## config.mk

```make
export PLATFORM = sky130hd
export DESIGN_NAME = mil1553_tx_burst
export DESIGN_NICKNAME = d
export VERILOG_FILES = /design/src/rtl/mil1553_pkg.sv /design/src/rtl/mil1553_tx_fifo.sv /design/src/rtl/mil1553_tx_burst.sv
export SDC_FILE = /design/constraint.sdc
export NUM_CORES = 1
export LEC_CHECK = 0
export CORE_MARGIN = 5
export CORE_UTILIZATION = 64
export DETAILED_ROUTE_END_ITERATION = 7
export PLACE_DENSITY = 0.87
export SLEW_MARGIN = 20
export SYNTH_ARGS = -nofsm -noshare
export SYNTH_HDL_FRONTEND = slang
export SYNTH_SLANG_ARGS = --single-unit
```

## constraint.sdc

```tcl
create_clock -name clk -period 5.1 [get_ports clk]
set_input_delay 1.53 -clock clk [delete_from_list [all_inputs] [get_ports clk]]
set_output_delay 1.53 -clock clk [all_outputs]
set_load 0.02 [all_outputs]
```

## src/rtl/mil1553_pkg.sv

```systemverilog
// Shared state encoding and framing constants for the 1553 burst transmitter.
package mil1553_pkg;
    typedef enum logic [2:0] {IDLE, SYNC, DATA, PARITY, GAP} tx_state_t;

    localparam int SYNC_HB   = 6;
    localparam int DATA_BITS = 16;
    localparam int WORD_HB   = 40;
    localparam int WORD_W    = DATA_BITS + 1;

    function automatic logic parity_of(input logic [15:0] d, input logic odd);
        return odd ? ~^d : ^d;
    endfunction
endpackage

```

## src/rtl/mil1553_tx_fifo.sv

```systemverilog
// Word buffer: {cw, data} entries, registered full flag and level count.
module mil1553_tx_fifo #(
    parameter int WIDTH = 17,
    parameter int DEPTH = 4
) (
    input  logic                       clk_i,
    input  logic                       rst_i,
    input  logic                       wr_en_i,
    input  logic [WIDTH-1:0]           wr_data_i,
    input  logic                       rd_en_i,
    output logic [WIDTH-1:0]           rd_data_o,
    output logic                       full_o,
    output logic                       empty_o,
    output logic [$clog2(DEPTH+1)-1:0] level_o,
    output logic                       ovf_o
);
    localparam int AW = $clog2(DEPTH);
    localparam int LW = $clog2(DEPTH + 1);

    logic [WIDTH-1:0] mem_q [DEPTH];
    logic [AW-1:0]    wp_q, wp_d, rp_q, rp_d;
    logic [LW-1:0]    lvl_q, lvl_d;
    logic             full_q, full_d, ovf_q, ovf_d;
    logic             push, pop;

    // A write while full is dropped even if a pop frees a slot this cycle.
    always_comb begin
        push   = wr_en_i && !full_q;
        pop    = rd_en_i && (lvl_q != '0);
        wp_d   = push ? wp_q + AW'(1) : wp_q;
        rp_d   = pop ? rp_q + AW'(1) : rp_q;
        lvl_d  = lvl_q + LW'(push) - LW'(pop);
        full_d = (lvl_d == LW'(DEPTH));
        ovf_d  = wr_en_i && full_q;
    end

    always_ff @(posedge clk_i) begin
        if (push) mem_q[wp_q] <= wr_data_i;
    end

    always_ff @(posedge clk_i) begin
        if (rst_i) begin
            wp_q   <= '0;
            rp_q   <= '0;
            lvl_q  <= '0;
            full_q <= 1'b0;
            ovf_q  <= 1'b0;
        end else begin
            wp_q   <= wp_d;
            rp_q   <= rp_d;
            lvl_q  <= lvl_d;
            full_q <= full_d;
            ovf_q  <= ovf_d;
        end
    end

    assign rd_data_o = mem_q[rp_q];
    assign full_o    = full_q;
    assign empty_o   = (lvl_q == '0);
    assign level_o   = lvl_q;
    assign ovf_o     = ovf_q;
endmodule

```

## src/rtl/mil1553_tx_burst.sv

```systemverilog
// MIL-STD-1553 burst transmitter: FIFO-fed Manchester-II encoder with
// contiguous words inside a burst and a forced idle gap afterwards.
module mil1553_tx_burst
    import mil1553_pkg::*;
#(
    parameter int CLK_PER_BIT = 50,
    parameter int FIFO_DEPTH  = 4,
    parameter int GAP_BITS    = 4,
    parameter bit ODD_PARITY  = 1'b1
) (
    input  logic                            clk,
    input  logic                            rst,
    input  logic                            wr_en,
    input  logic [15:0]                     wr_dat,
    input  logic                            wr_cw,
    output logic                            full,
    output logic [$clog2(FIFO_DEPTH+1)-1:0] level,
    output logic                            ovf,
    output logic                            TXP,
    output logic                            TXN,
    output logic                            busy,
    output logic                            word_done
);
    localparam int HB       = CLK_PER_BIT / 2;
    localparam int HW       = $clog2(HB);
    localparam int GAP_CYC  = GAP_BITS * CLK_PER_BIT;
    localparam int GW       = $clog2(GAP_CYC + 2);
    localparam int GAP_LAST = (GAP_CYC > 0) ? GAP_CYC - 1 : 0;

    tx_state_t         state_q, state_d;
    logic [HW-1:0]     hb_q, hb_d;
    logic [5:0]        idx_q, idx_d;
    logic [GW-1:0]     gap_q, gap_d;
    logic [WORD_W-1:0] word_q, word_d, fifo_rd;
    logic              txp_q, txn_q, done_q, done_d;
    logic              pop, fifo_empty, hb_end, active, line, par;
    logic [4:0]        dpos;

    mil1553_tx_fifo #(.WIDTH(WORD_W), .DEPTH(FIFO_DEPTH)) u_fifo (
        .clk_i     (clk),
        .rst_i     (rst),
        .wr_en_i   (wr_en),
        .wr_data_i ({wr_cw, wr_dat}),
        .rd_en_i   (pop),
        .rd_data_o (fifo_rd),
        .full_o    (full),
        .empty_o   (fifo_empty),
        .level_o   (level),
        .ovf_o     (ovf)
    );

    assign hb_end = (hb_q == HW'(HB - 1));
    assign active = (state_q == SYNC) || (state_q == DATA) || (state_q == PARITY);

    // idx_q runs 0..39 across the whole word: sync, data pairs, parity pair.
    always_comb begin
        state_d = state_q;
        hb_d    = hb_q;
        idx_d   = idx_q;
        gap_d   = gap_q;
        word_d  = word_q;
        pop     = 1'b0;
        done_d  = 1'b0;
        if (active) begin
            hb_d = hb_end ? '0 : hb_q + HW'(1);
            if (hb_end) idx_d = idx_q + 6'd1;
        end
        unique case (state_q)
            IDLE: begin
                if (!fifo_empty) begin
                    pop     = 1'b1;
                    word_d  = fifo_rd;
                    state_d = SYNC;
                    hb_d    = '0;
                    idx_d   = '0;
                end
            end
            SYNC: begin
                if (hb_end && idx_q == 6'(SYNC_HB - 1)) state_d = DATA;
            end
            DATA: begin
                if (hb_end && idx_q == 6'(SYNC_HB + 2*DATA_BITS - 1)) state_d = PARITY;
            end
            PARITY: begin
                if (hb_end && idx_q == 6'(WORD_HB - 1)) begin
                    done_d = 1'b1;
                    idx_d  = '0;
                    if (!fifo_empty) begin
                        pop     = 1'b1;
                        word_d  = fifo_rd;
                        state_d = SYNC;
                    end else if (GAP_CYC == 0) begin
                        state_d = IDLE;
                    end else begin
                        state_d = GAP;
                        gap_d   = '0;
                    end
                end
            end
            GAP: begin
                gap_d = gap_q + GW'(1);
                if (gap_q == GW'(GAP_LAST)) state_d = IDLE;
            end
            default: state_d = IDLE;
        endcase
    end

    always_comb begin
        dpos = 5'(idx_q - 6'(SYNC_HB));
        par  = parity_of(word_q[15:0], ODD_PARITY);
        line = 1'b0;
        unique case (state_q)
            SYNC:    line = word_q[16] ? (idx_q < 6'(SYNC_HB/2)) : (idx_q >= 6'(SYNC_HB/2));
            DATA:    line = word_q[4'd15 - dpos[4:1]] ^ dpos[0];
            PARITY:  line = par ^ idx_q[0];
            default: line = 1'b0;
        endcase
    end

    always_ff @(posedge clk) begin
        if (rst) begin
            state_q <= IDLE;
            hb_q    <= '0;
            idx_q   <= '0;
            gap_q   <= '0;
            word_q  <= '0;
            txp_q   <= 1'b0;
            txn_q   <= 1'b0;
            done_q  <= 1'b0;
        end else begin
            state_q <= state_d;
            hb_q    <= hb_d;
            idx_q   <= idx_d;
            gap_q   <= gap_d;
            word_q  <= word_d;
            txp_q   <= active & line;
            txn_q   <= active & ~line;
            done_q  <= done_d;
        end
    end

    assign TXP       = txp_q;
    assign TXN       = txn_q;
    assign busy      = (state_q != IDLE);
    assign word_done = done_q;
endmodule

```

Word-level counts from Yosys, hierarchy flattened
Memories as Yosys holds them, arrays and structs flattened. A register that Yosys moved wholly into a read port is not among the register bits. Cells that the tools add are included.

Logic and storage cells: 102. Register bits after elaboration: 51. Memories: 1. Memory bits (writable): 68.

Bitwise operators: 6. Add/sub/neg operators: 9. Multiplexer cells: 34. Reductions and logical operators: 20. Eq/ne operators: 16. Magnitude comparators: 3.

Memories: u_fifo.mem_q (depth 4, bits a word 17, read ports 1, clocked after memory_dff 1, wr ports 1, line mil1553_tx_fifo.sv:20) `logic [WIDTH-1:0] mem_q [DEPTH];`.

Operators by type and width (count): 2-to-1 mux 17 bit (2); one-hot mux 17 bit (2 select lines) (1); 2-to-1 mux 6 bit (4); 2-to-1 mux 5 bit (4); 2-to-1 mux 3 bit (6); 2-to-1 mux 8 bit (2); one-hot mux 8 bit (2 select lines) (1); XNOR reduction 16 bit (1); one-hot mux 3 bit (5 select lines) (1); equality test 6 bit (second input constant) (2); one-hot mux 6 bit (2 select lines) (1); adder 8 x 1 -> 8 bit (second input constant) (1); equality test 8 bit (second input constant) (1); 2-to-1 mux 1 bit (7); adder 6 x 1 -> 6 bit (second input constant) (1); equality test 3 x 2 -> 1 bit (second input constant) (2); equality test 3 bit (second input constant) (2); equality test 6 x 3 -> 1 bit (second input constant) (1); >= comparator 6 x 2 -> 1 bit (second input constant) (1); logical AND 1 bit (6); logical NOT 3 bit (2); < comparator 4 x 6 -> 1 bit (second input constant) (1); < comparator 6 x 2 -> 1 bit (second input constant) (1); != test 2 x 1 -> 1 bit (second input constant) (3); other kinds (24) (34).

Depth between registers and ports, before layout
Depth after elaboration: 8. Mapped depth: 17. Depth with buffers taken out: 16.

By module
Synthesis repeated with hierarchy kept, for this count alone.

Cell total of the unflattened synthesis: 382. Area total of the unflattened synthesis: 5246.3 um^2.

Modules (own cells, without submodules): mil1553_tx_fifo (instances 1, cells each 141, area each 2991.6 um^2); mil1553_tx_burst (instances 1, cells each 241, area each 2254.7 um^2).

Least setup slack after synthesis
Ideal clock, no wire load.

Path type: register to register. Start point: register hb_q[0]. End point: register u_fifo.full_q, in the netlist u_fifo.full_o. Setup slack: 2054 ps. Stages on the path, launching flop included: 18. Path buffers: 1. Required time: 5004 ps. Period minus slack after synthesis: 3046 ps. Arrival: 2950 ps. Library setup time: 96 ps. Cells stage by stage: dfxtp_1 inv_1 ha_1 and4b_1 and3_1 nand4_1 nand2_1 nand2_1 inv_2 clkbuf_1 ha_1 inv_1 ha_1 inv_1 fa_1 xor2_1 xnor2_1 nor4b_1.

Cells in the longest elaborated chain, start to end: 7.

RTL lines: from (decl) (line mil1553_tx_burst.sv:31) `logic [HW-1:0] hb_q, hb_d;`; from (signal assigned) (line mil1553_tx_burst.sv:123) `hb_q <= '0;`; from (signal assigned) (line mil1553_tx_burst.sv:132) `hb_q <= hb_d;`; equality test 5 bit (line mil1553_tx_burst.sv:52) `assign hb_end = (hb_q == HW'(HB - 1));`; logical AND 1 bit (line mil1553_tx_burst.sv:85) `if (hb_end && idx_q == 6'(WORD_HB - 1)) begin`; 2-to-1 mux 1 bit (line mil1553_tx_burst.sv:85); one-hot mux 1 bit (2 select lines) (line mil1553_tx_burst.sv:68) `unique case (state_q)`; logical AND 1 bit (line mil1553_tx_fifo.sv:29) `pop = rd_en_i && (lvl_q != '0);`; net u_fifo.pop (line mil1553_tx_fifo.sv:24) `logic push, pop;`; subtractor 3 x 1 -> 3 bit (line mil1553_tx_fifo.sv:32) `lvl_d = lvl_q + LW'(push) - LW'(pop);`; equality test 3 bit (line mil1553_tx_fifo.sv:33) `full_d = (lvl_d == LW'(DEPTH));`; to (signal assigned) (line mil1553_tx_fifo.sv:52) `full_q <= full_d;`; to (decl) (line mil1553_tx_fifo.sv:23) `logic full_q, full_d, ovf_q, ovf_d;`.

The timed path passes the listed nets, and every way through them passes these cells. A chain may end at the register's enable or synchronous reset.

Worst setup path in the final report
Start point: register state_q[2]. End point: output port busy.

Cells in the longest elaborated chain, start to end: 1.

RTL lines: from (decl) (line mil1553_tx_burst.sv:30) `tx_state_t state_q, state_d;`; from (signal assigned) (line mil1553_tx_burst.sv:131) `state_q <= state_d;`; nonzero test 3 bit (line mil1553_tx_burst.sv:144) `assign busy = (state_q != IDLE);`; to (decl) (line mil1553_tx_burst.sv:21) `output logic busy,`.

Every way passes these cells.

==> run_results.csv <==
group,metric,value,unit
cts,cts-resized-gates,0,
pwr,ir_drop,0.353,mV
sta,min_period_over_period,0.679,
grt,met2_usage,0.364,
worst_setup_path,end_kind,"output pin",
sta,tightest_slew,0.901,ns
sta,max_freq,289,MHz
sta,rsz0062_at_grt,"no",
finish,final_cell_mix,"edfxtp_1, dfxtp_1, nand2_1",
grt,grt_pass1_wl,16000,um
cts,postCtsHoldBufs,0,
finish,final_util,0.780,
cts,root_buffer,"clkbuf_8",
sta,period_minus_slack,3.46,ns
logic_synthesis,avgSynthCellArea,12.7,um2
logic_synthesis,synthArstFlopShare,0,
worst_setup_path,r2r_start,"hb_q[0]",
worst_setup_path,crit_chain,"inv_1 -> nand2_1 -> clkdlybuf4s50_1",
finish,fin_cells,544,
grt,first_global_vias,3236,
finish,nNetsFinal,462,
grt,gr-usage-all-layers,0.213,
worst_setup_path,slowest_delay,0.62,ns
logic_synthesis,syn_area,0.00511,mm2
sta,hold_slack,0.472,ns
floorplanning,coreArea,0.00777,mm2
grt,grt_busiest_layer,"met2",
floorplanning,num_rows,32,
drt,wl,9590,um
worst_setup_path,crit_type,"register to output pin",
placed_design,portBuffers,28,
sta,fin_skew,0.00830,ns
drt,firstDrtPassIters,5,
drt,via_per_inst,5.90,
worst_setup_path,worst_path_max_delay_cell,"clkdlybuf4s50_1",
floorplanning,die_area,0.00988,mm2
sta,setup-tns-final,0,ns
grt,grt_overflow_total,0,
sta,worst_slack,1.64,ns
worst_setup_path,path_buf_inv,2,
sta,slew-limit-headroom,0.399,
logic_synthesis,syn-instance-count,402,
min_path,timing.hold.worst.class,"register to register",
min_path,min_from,"u_fifo.full_o",
finish,area_growth,18.4,%
finish,diodes,0,
sta,setup_violations,0,
drt,wl_per_cell,17.6,um
cts,cts_setup_buffers,0,
cts,cts_buffers,17,
cts,h-tree-depth,4,
worst_setup_path,cp_top_family,"buffers and inverters",
floorplanning,die_h,99.4,um
logic_synthesis,syn_nets,435,
logic_synthesis,synth_edf_count,68,
floorplanning,initial_core_util,0.659,
cts,clk_path_buf_depth,2,
placed_design,dp_hpwl,5900,um
cts,cts.sinks,121,
logic_synthesis,yosys_register_bits,121,
grt,gr-usage-met1,0.243,
finish,layout_commonest_cell,"edfxtp_1",
sta,hold_violations,0,
grt,grt_start_max_net_pins,44,
logic_synthesis,synth_cell_type_count,47,
placed_design,preCtsSetupSlack,1.35,ns
worst_setup_path,critPathMaxFanout,10,
run_status,outcome,"finished clean",
worst_setup_path,arrival,1.93,ns
drt,drcViolationCount,0,
pwr,p_per_area,587,mW/mm2
worst_setup_path,cp-startpoint,"state_q[2]",
flow_run,max-cap-violations,0,
placed_design,dp_cells,512,
cts,tritoncts,"yes",
drt,first_iter_violations,194,
grt,grt_use_met3,0.0687,
floorplanning,die_w,99.4,um
grt,antenna_found_initial,0,
cts,clkLatencyLatePin,0.52,ns
drt,num_vias,3210,
logic_synthesis,seq_area_frac_synth,0.607,
logic_synthesis,ys.flop_type,"edfxtp_1",
floorplanning,io_pins,29,
worst_setup_path,worstPathRequired,3.57,ns
worst_setup_path,crit_path_start_kind,"register",
pwr,cellLeakagePower,2.16,nW
drt,antenna_left,0,
finish,drive_gt1_frac,0.129,
sta,drv_slew,0,
placed_design,gp_congestion,0.827,
logic_synthesis,yosys_warnings,0,
cts,clk_pin_slew,0.06,ns
-- worst reg2reg max path: stages (launching register included) --
cell and delay (ns):
dfxtp_1 0.34, inv_1 0.08, ha_1 0.15, and4b_1 0.23, and3_1 0.22, nand4_1 0.16
nand2_1 0.12, nand2_1 0.06, buf_4 0.20, inv_2 0.27, ha_1 0.30, inv_1 0.06
ha_1 0.13, inv_1 0.05, fa_1 0.36, xor2_1 0.16, xnor2_1 0.14, nor4b_1 0.27
-- flip-flops by register name, summed over array words and instances (netlist names), 2 cells and up, named ones only --
name,cells
gap_q,8
hb_q,5
idx_q,6
state_q,3
u_fifo.level_o,3
u_fifo.mem_q,68
u_fifo.rp_q,2
u_fifo.wp_q,2
word_q,17
-- layout make-up --
| cell class | count | area [um2] |
|---|---|---|
| clock buffers | 17 | 414 |
| clock inverters | 15 | 204 |
| fillers | 441 | 1710 |
| inverters | 12 | 45.0 |
| multi-input cells | 247 | 1870 |
| flip-flops and latches | 121 | 3100 |
| well taps | 102 | 128 |
| repair buffers | 30 | 295 |
-- routing by layer --
metal  wire length [um]  vias up
met2               5030      112
li1                   -     1507
met4                201        0
met3                529       19
met5                  0        -
met1               3830     1572
-- power breakdown --
part / switching (mW) / total, mW / internal [mW]
Sequential: 0.139 / 1.31 / 1.17
Combinational: 0.497 / 1.00 / 0.507
Clock: 0.474 / 1.24 / 0.766
-- synth_stat cells, types with 2 or more instances --
| cell type | instances | area share |
|---|---|---|
| edfxtp_1 | 68 | 0.40 |
| dfxtp_1 | 53 | 0.21 |
| nand2_1 | 52 | 0.038 |
| nor2_1 | 39 | 0.029 |
| a21oi_1 | 26 | 0.025 |
| xnor2_1 | 21 | 0.036 |
| mux4_2 | 19 | 0.084 |
| clkbuf_1 | 14 | 0.010 |
| xor2_1 | 14 | 0.024 |
| ha_1 | 12 | 0.029 |
| inv_1 | 11 | 0.0081 |
| o21ai_0 | 6 | 0.0059 |
| and2_1 | 5 | 0.0061 |
| and3_1 | 5 | 0.0061 |
| nand4_1 | 5 | 0.0061 |
| buf_2 | 4 | 0.0039 |
| nand3_1 | 4 | 0.0039 |
| a22oi_1 | 3 | 0.0044 |
| mux4_1 | 3 | 0.015 |
| nor2b_1 | 3 | 0.0037 |
| a211oi_1 | 2 | 0.0029 |
| a311oi_1 | 2 | 0.0034 |
| a31oi_1 | 2 | 0.0024 |
| buf_1 | 2 | 0.0015 |
| nand2b_1 | 2 | 0.0024 |
| nor3_1 | 2 | 0.0020 |
| nor3b_1 | 2 | 0.0029 |
| or3_1 | 2 | 0.0024 |
-- path summary, 6_finish.rpt --
path,cells past startpoint,slack (ns),to
worst max-delay path,3,1.64,busy
worst min-delay path,2,0.47,u_fifo.ovf_o
worst min register to register,2,0.47,u_fifo.ovf_o
worst max register to register,17,1.70,u_fifo.full_o
-- cells by family (layout without fill, tap and decap cells) --
group | count (synthesis) | in the layout | synth area share
adders and majority gates | 13 | 13 | 0.0333
buffers and inverters | 34 | 74 | 0.0281
muxes | 24 | 24 | 0.103
DFF | 121 | 121 | 0.607
and+or+nand+nor | 128 | 128 | 0.113
xor gates and xnor gates | 35 | 35 | 0.0599
AOI/OAI and AO/OA | 47 | 47 | 0.0555
-- metrics by stage --
step / power (mW) / area (um2)
after floorplan: 2.10 / 5110
after global placement: 2.27 / 5440
after detailed placement: 2.32 / 5440
after CTS: 3.58 / 6060
after global routing: 3.75 / 6060
final: 3.55 / 6060
Note: power is estimated with default switching activity, not from simulation.
